<file path="config.mk">
export PLATFORM = sky130hd
export DESIGN_NAME = atm_txn_arbiter
export DESIGN_NICKNAME = d
export VERILOG_FILES = /design/src/rtl/atm_txn_arbiter.sv
export SDC_FILE = /design/constraint.sdc
export NUM_CORES = 1
export LEC_CHECK = 0
export ABC_AREA = 1
export CAP_MARGIN = 15
export CORE_AREA = 2 2 139 141
export DETAILED_ROUTE_END_ITERATION = 8
export DIE_AREA = 0 0 141 143
export GPL_TIMING_DRIVEN = 0
export PLACE_DENSITY = 0.83
export SYNTH_ARGS = -nofsm -noshare
export SYNTH_HDL_FRONTEND = slang
export SYNTH_SLANG_ARGS = --single-unit
</file>
<file path="constraint.sdc">
create_clock -name clk -period 3.2 [get_ports clk]
set_clock_uncertainty 0.1 [all_clocks]
set_input_delay 0.64 -clock clk [delete_from_list [all_inputs] [get_ports clk]]
set_output_delay 0.64 -clock clk [all_outputs]
set_load 0.01 [all_outputs]
</file>
<file path="src/rtl/atm_txn_arbiter.sv">
// atm_txn_arbiter: round-robin serialiser of ATM balance transactions onto a single-port balance memory
module atm_txn_arbiter #(
  parameter int N_TERM    = 2,
  parameter int ACC_COUNT = 10,
  parameter int BAL_W     = 32
) (
  input  logic                      clk,
  input  logic                      rst,
  input  logic [N_TERM-1:0]         i_req,
  input  logic [2*N_TERM-1:0]       i_op,
  input  logic [4*N_TERM-1:0]       i_acc,
  input  logic [BAL_W*N_TERM-1:0]   i_amount,
  output logic [N_TERM-1:0]         o_grant,
  output logic [N_TERM-1:0]         o_done,
  output logic [1:0]                o_resp_status,
  output logic [BAL_W-1:0]          o_resp_balance,
  output logic                      o_busy,
  output logic                      o_mem_rd_en,
  output logic                      o_mem_wr_en,
  output logic [3:0]                o_mem_addr,
  output logic [BAL_W-1:0]          o_mem_wr_data,
  input  logic [BAL_W-1:0]          i_mem_rd_data
);
  localparam int IW = $clog2(N_TERM);
  typedef enum logic [2:0] {S_IDLE, S_READ, S_EXEC, S_WRITE, S_RESP} state_t;
  state_t r_state, w_next;
  logic [N_TERM-1:0] r_grant, r_done_q, w_elig;
  logic [IW-1:0] r_last, r_gidx, w_idx;
  logic [IW:0] w_pos;
  logic w_found, w_sel_bad, w_insuf, w_wd_ok, w_dep_ok;
  logic [1:0] r_op, r_status, w_sel_op;
  logic [3:0] r_acc, w_sel_acc;
  logic [BAL_W-1:0] r_amt, r_result, w_sel_amt;
  logic [BAL_W:0] w_sum;
  assign w_sel_op  = i_op[2*int'(w_idx) +: 2];
  assign w_sel_acc = i_acc[4*int'(w_idx) +: 4];
  assign w_sel_amt = i_amount[BAL_W*int'(w_idx) +: BAL_W];
  assign w_sel_bad = (int'(w_sel_acc) >= ACC_COUNT) || (w_sel_op == 2'd3);
  assign w_sum     = {1'b0, i_mem_rd_data} + {1'b0, r_amt};
  assign w_insuf   = r_amt > i_mem_rd_data;
  assign w_wd_ok   = (r_op == 2'd1) && !w_insuf;
  assign w_dep_ok  = (r_op == 2'd2) && !w_sum[BAL_W];
  // round-robin pick: first eligible terminal after last_grant, skipping the one just completed
  always_comb begin
    w_elig  = i_req & ~r_done_q;
    w_found = 1'b0;
    w_idx   = '0;
    w_pos   = '0;
    for (int k = N_TERM; k >= 1; k--) begin
      w_pos = {1'b0, r_last} + (IW+1)'(k);
      w_pos = (w_pos >= (IW+1)'(N_TERM)) ? w_pos - (IW+1)'(N_TERM) : w_pos;
      if (w_elig[w_pos[IW-1:0]]) begin
        w_found = 1'b1;
        w_idx   = w_pos[IW-1:0];
      end
    end
  end
  // state register
  always_ff @(posedge clk or negedge rst) begin
    if (!rst) r_state <= S_IDLE;
    else      r_state <= w_next;
  end
  // next-state logic
  always_comb begin
    w_next = r_state;
    case (r_state)
      S_IDLE:  w_next = !w_found ? S_IDLE : w_sel_bad ? S_RESP : S_READ;
      S_READ:  w_next = S_EXEC;
      S_EXEC:  w_next = (w_wd_ok || w_dep_ok) ? S_WRITE : S_RESP;
      S_WRITE: w_next = S_RESP;
      default: w_next = S_IDLE;
    endcase
  end
  // transaction latch, read-modify-write result and round-robin pointer
  always_ff @(posedge clk or negedge rst) begin
    if (!rst) begin
      r_grant  <= '0;
      r_done_q <= '0;
      r_last   <= IW'(N_TERM - 1);
      r_gidx   <= '0;
      r_op     <= '0;
      r_acc    <= '0;
      r_amt    <= '0;
      r_status <= '0;
      r_result <= '0;
    end else begin
      r_done_q <= o_done;
      if (r_state == S_IDLE && w_found) begin
        r_grant  <= N_TERM'(1) << w_idx;
        r_gidx   <= w_idx;
        r_op     <= w_sel_op;
        r_acc    <= w_sel_acc;
        r_amt    <= w_sel_amt;
        r_status <= w_sel_bad ? 2'd3 : 2'd0;
        r_result <= '0;
      end else if (r_state == S_EXEC) begin
        r_result <= w_wd_ok ? i_mem_rd_data - r_amt : w_dep_ok ? w_sum[BAL_W-1:0] : i_mem_rd_data;
        r_status <= (r_op == 2'd1 && w_insuf) ? 2'd1 : (r_op == 2'd2 && w_sum[BAL_W]) ? 2'd2 : 2'd0;
      end else if (r_state == S_RESP) begin
        r_last  <= r_gidx;
        r_grant <= '0;
      end
    end
  end
  // outputs decoded from state; response fields read zero outside the done cycle
  always_comb begin
    o_busy         = r_state != S_IDLE;
    o_grant        = r_grant;
    o_done         = (r_state == S_RESP) ? r_grant : '0;
    o_resp_status  = (r_state == S_RESP) ? r_status : 2'd0;
    o_resp_balance = (r_state == S_RESP) ? r_result : '0;
    o_mem_rd_en    = r_state == S_READ;
    o_mem_wr_en    = r_state == S_WRITE;
    o_mem_addr     = (r_state == S_READ || r_state == S_WRITE) ? r_acc : 4'd0;
    o_mem_wr_data  = (r_state == S_WRITE) ? r_result : '0;
  end
endmodule

</file>
Word-level counts from Yosys, hierarchy flattened

Index checks and enable logic that the tools add are counted.

Logic and storage cells: 85
Output and inout bits: 77
Register bits: 81
Input bits: 112

Shifts and indexed selects: 4
Multiplexer cells: 31
Magnitude comparators: 6
Equality and inequality tests: 8
Bitwise operators: 4
Add/sub/neg operators: 6
Reductions and logical operators: 16

Operators with widths:

| operator           | count |
|---|---|
| $mux 32            | 6 |
| $shiftx 64x7->32   | 1 |
| $add 32x32->33     | 1 |
| $gt 32x32->1       | 1 |
| $sub 32x32->32     | 1 |
| $mux 2             | 10 |
| $pmux 3 s4         | 1 |
| $mux 1             | 10 |
| $mux 3             | 3 |
| $shiftx 8x4->4     | 1 |
| $eq 3x2->1 const B | 2 |
| $logic_and 1x1->1  | 5 |
| $eq 2x2->1 const B | 2 |
| $ge 2x2->1 const B | 2 |
| $ge 4x4->1 const B | 1 |
| $lt 1x2->1 const B | 2 |
| $mux 4             | 1 |
| $reduce_bool 2->1  | 2 |
| $shiftx 4x3->2     | 1 |
| $eq 3x1->1 const B | 1 |
| $eq 3x3->1 const B | 1 |
| $logic_not 3->1    | 1 |
| $logic_or 1x1->1   | 3 |
| $reduce_and 3->1   | 1 |
| other kinds (12)   | 15 |

Longest topological paths before layout

Gate-level depths: netlist (run 1).

Word-level depth: 13
Gate-level depth with buffers: 19
Mapped depth without buffers: 18

Worst setup path before layout (run 1)

OpenSTA, ideal clock, no wires.

Path type: input to register
From: input i_mem_rd_data[0]
To: register r_result[28]
Setup time: 117 ps
Required time: 2983 ps
Buffers on the path: 1
Setup slack: 628 ps
Stages on the path: 19
Arrival: 2355 ps
Path through: inv_1 -> ha_1 -> inv_1 -> fa_1 -> nand3_1 -> nand3_2 -> nand2_1 -> nand2_2 -> nand2_1 -> nand2_2 -> nand2_2 -> nand2_2 -> nand2_4 -> inv_2 -> buf_6 -> a21oi_2 -> nand2_1 -> nand2_1 -> nand2_1

Word-level cells in the longest chain between the ends: 7
Elaborated cells on any way between the ends: 11
Classes of those cells: 2 x add/sub; 1 x order compare; 4 x mux; 4 x reduce/logical

RTL lines:

| what                 | RTL line | RTL |
|---|---|---|
| from (decl)          | 22       | `input logic [BAL_W-1:0] i_mem_rd_data` |
| $add 32x32->33       | 39       | `assign w_sum = {1'b0, i_mem_rd_data} + {1'b0, r_amt};` |
| $logic_not 1->1      | 42       | `assign w_dep_ok = (r_op == 2'd2) && !w_sum[BAL_W];` |
| $logic_and 1x1->1    | 42       |  |
| $mux 32              | 97       | `r_result <= w_wd_ok ? i_mem_rd_data - r_amt : w_dep_ok ? w_sum[BAL_W-1:0] : i_mem_rd_data;` |
| $mux 32 (*)          | 97       |  |
| $mux 32 (*)          | 96       | `end else if (r_state == S_EXEC) begin` |
| $mux 32 (*)          | 88       | `if (r_state == S_IDLE && w_found) begin` |
| to (signal assigned) | 97       |  |
| to (decl)            | 33       | `logic [BAL_W-1:0] r_amt, r_result, w_sel_amt;` |

Mark *: on every way between the ends. The rest lies on a longest branch, timed or not. The select of a mux whose other input is x is not followed.
A chain may end at the register's enable or synchronous reset.

Worst setup path after layout (run 1)

From: input i_mem_rd_data[16]
To: register r_result[19]

Same word-level chain as after synthesis.

==> flow_metrics.env, run 1 <==
export IMPL_final_max_slew_viol_count=0
export IMPL_fill_cells=1745
export IMPL_io_pin_count=189
export IMPL_ys_seq_elements=81
export IMPL_die_width_um=141
export IMPL_ys_types=42
export IMPL_timing_final_crit_share=0.9886
export IMPL_rows=50
export IMPL_dr_pass1_iters=9
export IMPL_grt_pass1_wl_mm=60.46
export IMPL_syn_inst=1781
export IMPL_r2r_end="r_result[19]"
export IMPL_outcome="finished with violations"
export IMPL_crit_required_ns=3.35
export IMPL_post_synth_top_area_fraction=0.2339
export IMPL_multi_input_area_sq_um=6357
export IMPL_layout_nets=2164
export IMPL_yosysWarnings=0
export IMPL_synth_largest_area_cell="nand2_1"
export IMPL_place_congestion=1.029
export IMPL_arrival_ns=3.31
export IMPL_worstMarginPinSlew_ns=0.9039
export IMPL_grt_pass1_vias=11200
export IMPL_dp_cells=2204
export IMPL_ys_seq_area_frac=0.1997
export IMPL_clk_path_buf_depth=2
export IMPL_grt_ovfl_total=0
export IMPL_core_area_sq_um=18580
export IMPL_ctsHtreeMaxLevel=3
export IMPL_p_leak_nw=7.013
export IMPL_grt_usage=0.3947
export IMPL_rrSetupSlack_ns=0.32
export IMPL_setup_viol=0
export IMPL_min_path_type="input pin to async pin"
export IMPL_syn_area_sq_um=10160
export IMPL_critPathMaxFanout=8
export IMPL_drtIter0Drc=1264
export IMPL_fmax_mhz=316.1
export IMPL_dieArea_sq_um=20160
export IMPL_cts_tree="built"
export IMPL_maxCapViolations=0
export IMPL_rsz0062_at_grt="yes"
export IMPL_grt_max_degree=61
export IMPL_slew_headroom=0.3974
export IMPL_antenna_found_initial=0
export IMPL_wirelength_mm=40.20
export IMPL_synth_avg_cell_area_sq_um=5.704
export IMPL_min_period_ns=3.163
export IMPL_synthTopCellsByArea="nand2_1, dfrtp_1, inv_1, ha_1, nor2_1"
export IMPL_insertion_delay_ns=0.37
export IMPL_r2r_start="r_amt[0]"
export IMPL_crit_type="input pin to flip-flop"
export IMPL_hold_buffers=0
export IMPL_power_density_nw_per_um2=926.1
export IMPL_cp_end_kind="flip-flop"
export IMPL_yosys_most_used_dff="dfrtp_1"
export IMPL_synth_edf_count=0
export IMPL_fin_cells=2225
export IMPL_finalHoldViolations=0
export IMPL_reg2reg_depth=18
export IMPL_failed_checks="DRC"
export IMPL_initial_core_util=0.5467
export IMPL_holdWs_ns=0.08471
export IMPL_ant_nets=0
export IMPL_routed_via_density=5.405
export IMPL_drc_errors=1
export IMPL_area_delta_synth_final_pct=25.82
export IMPL_vias=12030
export IMPL_clock_sinks=81
export IMPL_numCtsBuffers=9
export IMPL_max_vdd_ir_drop_mv=0.4978
export IMPL_startpoint_type="input pin"
export IMPL_path_clk_slew_ns=0.07
export IMPL_die_h_um=143
export IMPL_crit_end="r_result[19]"
export IMPL_register_area_sq_um=2028
export IMPL_numPortBuffers=188
export IMPL_routedWlPerCell_um=18.07
export IMPL_fin_util=0.6879
export IMPL_syn_nets=1959
export IMPL_clock_root_buffer="clkbuf_16"
export IMPL_drive_gt1_frac=0.08237
export IMPL_synthArstFlopShare=1.000
export IMPL_dp_final_hpwl_mm=32.74
export IMPL_crit_path_start="i_mem_rd_data[16]"
export IMPL_p_total_w=0.01184
export IMPL_n_antenna_cell=0
power breakdown:
group | internal, W | leakage, nW | total [W] | switching (W)
clock network | 0.000701 | 0.159 | 0.00126 | 0.000562
registers | 0.00150 | 1.04 | 0.00176 | 0.000257
logic | 0.00282 | 5.81 | 0.00882 | 0.00600
total | 0.00502 | 7.01 | 0.0118 | 0.00682
synth_stat cells (4+ instances only):
cell type	count
and3_1	6
o21ai_1	25
nand2_4	4
buf_4	17
xor2_1	26
nand2_2	14
ha_1	64
nor2_2	10
o211ai_1	34
buf_2	14
inv_1	334
and2_1	7
clkinv_1	5
buf_6	15
dfrtp_1	80
o21ai_0	27
nor3_1	8
nand3_1	106
a21oi_2	16
nor2_4	6
nand4_1	22
inv_2	23
o21bai_1	5
nand2_1	633
a21oi_1	48
nor2_1	190
clkbuf_1	20
area by class of cell:
cell class	instances	share of cell area
Clock inverter	7	0.008223
Clock buffer	9	0.01762
Buffer	69	0.03603
Timing Repair Buffer	194	0.1528
Inverter	362	0.1063
Sequential cell	81	0.1587
Multi-Input combinational cell	1269	0.4974
Tap cell	234	0.02291
flip-flops by register name, indices dropped and copies added, names as in the netlist:
name	cells
r_op	2
r_amt	32
r_acc	4
r_state	3
r_last	1
r_done_q	2
o_grant	2
r_gidx	1
r_result	32
r_status	2
layer usage:
metal | global-route usage | up-vias | share of wire
li1 | - | 5783 | -
met1 | 0.4921 | 5434 | 0.40
met2 | 0.6624 | 684 | 0.46
met3 | 0.06707 | 126 | 0.091
met4 | 0.1979 | 0 | 0.051
met5 | 0 | - | 0
cell families (layout without fill, tap and decap cells):
family          count (synthesis)  count (layout)  share of synthesized area
compound gates                162             162                    0.09829
fa+ha+maj                      66              66                    0.08277
simple gates                 1015            1015                     0.4185
flops                          81              81                     0.1997
buf+inv                       431             641                     0.1783
xor+xnor                       26              26                    0.02242
worst min-delay path by stage:
stage | to | slack [ns] | cells past startpoint
finish | r_amt[6] | 0.08 | 1
floorplan | o_grant[0] | 0.24 | 0
global placement | r_result[20] | 0.36 | 2
CTS | r_amt[11] | 0.09 | 1
global route | r_amt[11] | 0.10 | 1
detailed placement | r_result[26] | 0.37 | 2
placed cells by master, fill, tap and decap left out, drive strengths merged, types with 3 or more instances in the layout:
master and n:
xor2 26, and2 7, o21ai 52, nand4 22, nand2 651, a21oi 65
and3 6, clkdlybuf4s50 182, o21bai 5, nor3 9, clkbuf 29, dfrtp 80
buf 56, clkinv 5, nand3 109, o211ai 35, ha 64, nor2 208
nand3b 3, dlymetal6s2s 4, inv 361
critical path, stage by stage:
cell and delay [ns]:
clkdlybuf4s50_1 0.54, ha_1 0.35, buf_4 0.18, nand2_1 0.12, nor2_1 0.22, inv_1 0.09, nor2_2 0.27, nand4_1 0.24
nand3_1 0.15, nand2_1 0.05, nand2_1 0.15, a21oi_1 0.09, nand2_1 0.15, nand2_1 0.07
per-stage QoR:
| step | instance area [sq um] | TNS [ns] | setup slack (ns) |
|---|---|---|---|
| 6_report | 12780 | 0 | 0.03662 |
| 5_1_grt | 12780 | -0.005882 | -0.005882 |
| 4_1_cts | 12700 | 0 | 0.06429 |
| 3_5_place_dp | 12360 | -14.58 | -0.5297 |
| 3_3_place_gp | 12330 | -133.32 | -1.507 |
| 2_1_floorplan | 10160 | 0 | 0.6282 |
timing repair:
action | in CTS | in global routing
setup buffers | 0 | 5
pin swaps | 0 | 2
setup endpoints to repair | 34 | 59
resized for setup | 4 | 20
(Power assumes the default switching activity.)
==> inputs of run 2 (changes only) <==
--- a/config.mk
+++ b/config.mk
@@ -7,11 +7,13 @@
 export LEC_CHECK = 0
 export ABC_AREA = 1
 export CAP_MARGIN = 15
-export CORE_AREA = 2 2 139 141
+export CELL_PAD_IN_SITES_DETAIL_PLACEMENT = 1
+export CELL_PAD_IN_SITES_GLOBAL_PLACEMENT = 1
+export CORE_AREA = 2 2 169 171
 export DETAILED_ROUTE_END_ITERATION = 8
-export DIE_AREA = 0 0 141 143
+export DIE_AREA = 0 0 171 173
 export GPL_TIMING_DRIVEN = 0
-export PLACE_DENSITY = 0.83
+export PLACE_DENSITY_LB_ADDON = 0.1
 export SYNTH_ARGS = -nofsm -noshare
 export SYNTH_HDL_FRONTEND = slang
 export SYNTH_SLANG_ARGS = --single-unit
==> run 2 against run 1 <==
Net effect: critical path depth grew 3; final area grew 2.5%; the run now ends clean; critical path type unchanged; sequential power is essentially flat; combinational power grew 3.3%; largest power group unchanged; sequential share of layout area shrank 0.39 points; largest cell class unchanged.
==> flow_metrics.env, run 2 (synthesis gave the netlist of run 1 again) <==
export IMPL_rrSetupSlack_ns=0.26
export IMPL_die_h_um=173
export IMPL_outcome="finished, final reports clean"
export IMPL_crit_type="input pin to flip-flop"
export IMPL_power_density_nw_per_um2=921.1
export IMPL_r2r_start="r_amt[0]"
export IMPL_fmax_mhz=320.8
export IMPL_path_clk_slew_ns=0.09
export IMPL_ctsHtreeMaxLevel=3
export IMPL_rows=61
export IMPL_p_total_w=0.01207
export IMPL_grt_ovfl_total=0
export IMPL_min_path_type="input pin to async pin"
export IMPL_register_area_sq_um=2028
export IMPL_finalHoldViolations=0
export IMPL_vias=11680
export IMPL_place_congestion=1.015
export IMPL_min_period_ns=3.118
export IMPL_dieArea_sq_um=29580
export IMPL_core_area_sq_um=27630
export IMPL_fin_cells=2371
export IMPL_drive_gt1_frac=0.09584
export IMPL_r2r_end="r_result[18]"
export IMPL_layout_common_cells="nand2_1, inv_1, nor2_1, clkdlybuf4s50_1, nand3_1"
export IMPL_slew_headroom=0.3995
export IMPL_multi_input_area_sq_um=6471
export IMPL_worstMarginPinSlew_ns=0.9008
export IMPL_drc_errors=0
export IMPL_grt_max_degree=64
export IMPL_insertion_delay_ns=0.37
export IMPL_fin_tns_setup_ns=0
export IMPL_layout_nets=2166
export IMPL_ant_nets=0
export IMPL_drtIter0Drc=627
export IMPL_max_vdd_ir_drop_mv=0.3228
export IMPL_numCtsBuffers=9
export IMPL_die_width_um=171
export IMPL_routedWlPerCell_um=19.16
export IMPL_grt_usage=0.3086
export IMPL_layout_commonest_cell="nand2_1"
export IMPL_cts_tree="built"
export IMPL_numPortBuffers=188
export IMPL_rsz0062_at_grt="yes"
export IMPL_n_antenna_cell=0
export IMPL_cp_end_kind="flip-flop"
export IMPL_top_regs="r_amt: 32 flops, r_result: 32 flops, r_acc: 4 flops"
export IMPL_arrival_ns=3.26
export IMPL_dr_pass1_iters=5
export IMPL_holdWs_ns=0.07765
export IMPL_top_usage_layer="met2"
export IMPL_dp_final_hpwl_mm=38.10
export IMPL_critPathMaxFanout=10
export IMPL_setup_viol=0
export IMPL_fill_cells=3835
export IMPL_final_max_slew_viol_count=0
export IMPL_crit_required_ns=3.34
export IMPL_grt_use_met2=0.5442
export IMPL_grt_pass1_wl_mm=69.12
export IMPL_hold_buffers=0
export IMPL_wirelength_mm=45.42
export IMPL_io_pin_count=189
export IMPL_clock_sinks=81
export IMPL_met1_usage=0.3974
export IMPL_antenna_found_initial=0
export IMPL_grt_pass1_vias=11950
export IMPL_grtUsageMet3=0.02678
export IMPL_area_delta_synth_final_pct=28.94
export IMPL_dp_cells=2348
export IMPL_p_leak_nw=7.063
export IMPL_clock_root_buffer="clkbuf_16"
export IMPL_reg2reg_depth=18
export IMPL_clk_path_buf_depth=2
export IMPL_routed_via_density=4.926
export IMPL_initial_core_util=0.3677
export IMPL_timing_final_crit_share=0.9742
export IMPL_maxCapViolations=0
export IMPL_startpoint_type="input pin"
run 2: cell count changes in the layout (fill, tap and decap cells not counted), moves of 4 or more:
cell     delta
buf_2       -5
nand2_2     +9
nand2_1     -9
nand3_1     -5
nor2_1      -4
a21oi_1     -4
nand3_2     +5
run 2: where the power goes:
| part | switching [W] | internal (W) |
|---|---|---|
| Clock | 0.000555 | 0.000641 |
| Combinational | 0.00622 | 0.00289 |
| Sequential | 0.000262 | 0.00150 |
run 2: metrics by stage:
stage,util,setup slack (ns),cell area [sq um]
3_5_place_dp,0.4538,-0.6570,12540
4_1_cts,0.4697,0.005696,12980
2_1_floorplan,-,0.6282,10160
5_1_grt,0.4741,-0.05514,13100
3_3_place_gp,0.4529,-1.832,12510
6_report,0.4741,0.08242,13100
run 2: worst max path at each step:
stage,end,depth (start not counted),from,slack (ns)
finish,r_result[18],17,i_mem_rd_data[7],0.08
global route,r_result[18],18,i_mem_rd_data[9],-0.06
CTS,r_result[18],20,i_mem_rd_data[0],0.006
detailed placement,r_result[19],19,i_mem_rd_data[0],-0.66
global placement,r_result[28],1,rst,-1.83
floorplan,r_result[28],19,i_mem_rd_data[0],0.63
run 2: per-layer routing:
layer / routed length, um / up-vias
li1: - / 5779
met1: 20400 / 5573
met2: 22000 / 267
met3: 1659 / 61
met4: 1361 / 0
met5: 0 / -
run 2: repair_timing:
item	CTS	global route
endpoints found under the setup margin	38	65
setup buffers	4	3
resized for setup	28	37
pin swaps	5	1
gates cloned	0	0
run 2: area by class of cell:
class                           count  area share
Clock inverter                      6    0.005731
Clock buffer                       10     0.01824
Sequential cell                    81      0.1548
Inverter                          362      0.1037
Timing Repair Buffer              196      0.1503
Multi-Input combinational cell   1269      0.4940
Tap cell                          378     0.03611
Buffer                             69     0.03706
run 2: critical path: stages:
cell             delay, ns
clkdlybuf4s50_1       0.49
ha_1                  0.33
buf_6                 0.16
inv_2                 0.04
nand2_1               0.06
nand2_2               0.10
a21oi_2               0.14
nand2_2               0.13
nand2_2               0.09
nand2_2               0.07
nand2_2               0.14
nand3_4               0.15
buf_6                 0.22
a21oi_4               0.18
nand2_1               0.09
nand2_1               0.13
nand2_1               0.06
==> inputs of run 3 (changes only) <==
--- a/config.mk
+++ b/config.mk
@@ -17,3 +17,4 @@
 export SYNTH_ARGS = -nofsm -noshare
 export SYNTH_HDL_FRONTEND = slang
 export SYNTH_SLANG_ARGS = --single-unit
+export TNS_END_PERCENT = 30
==> results of run 3 <==
The final DEF is identical to that of run 2; final timing and power are the same.
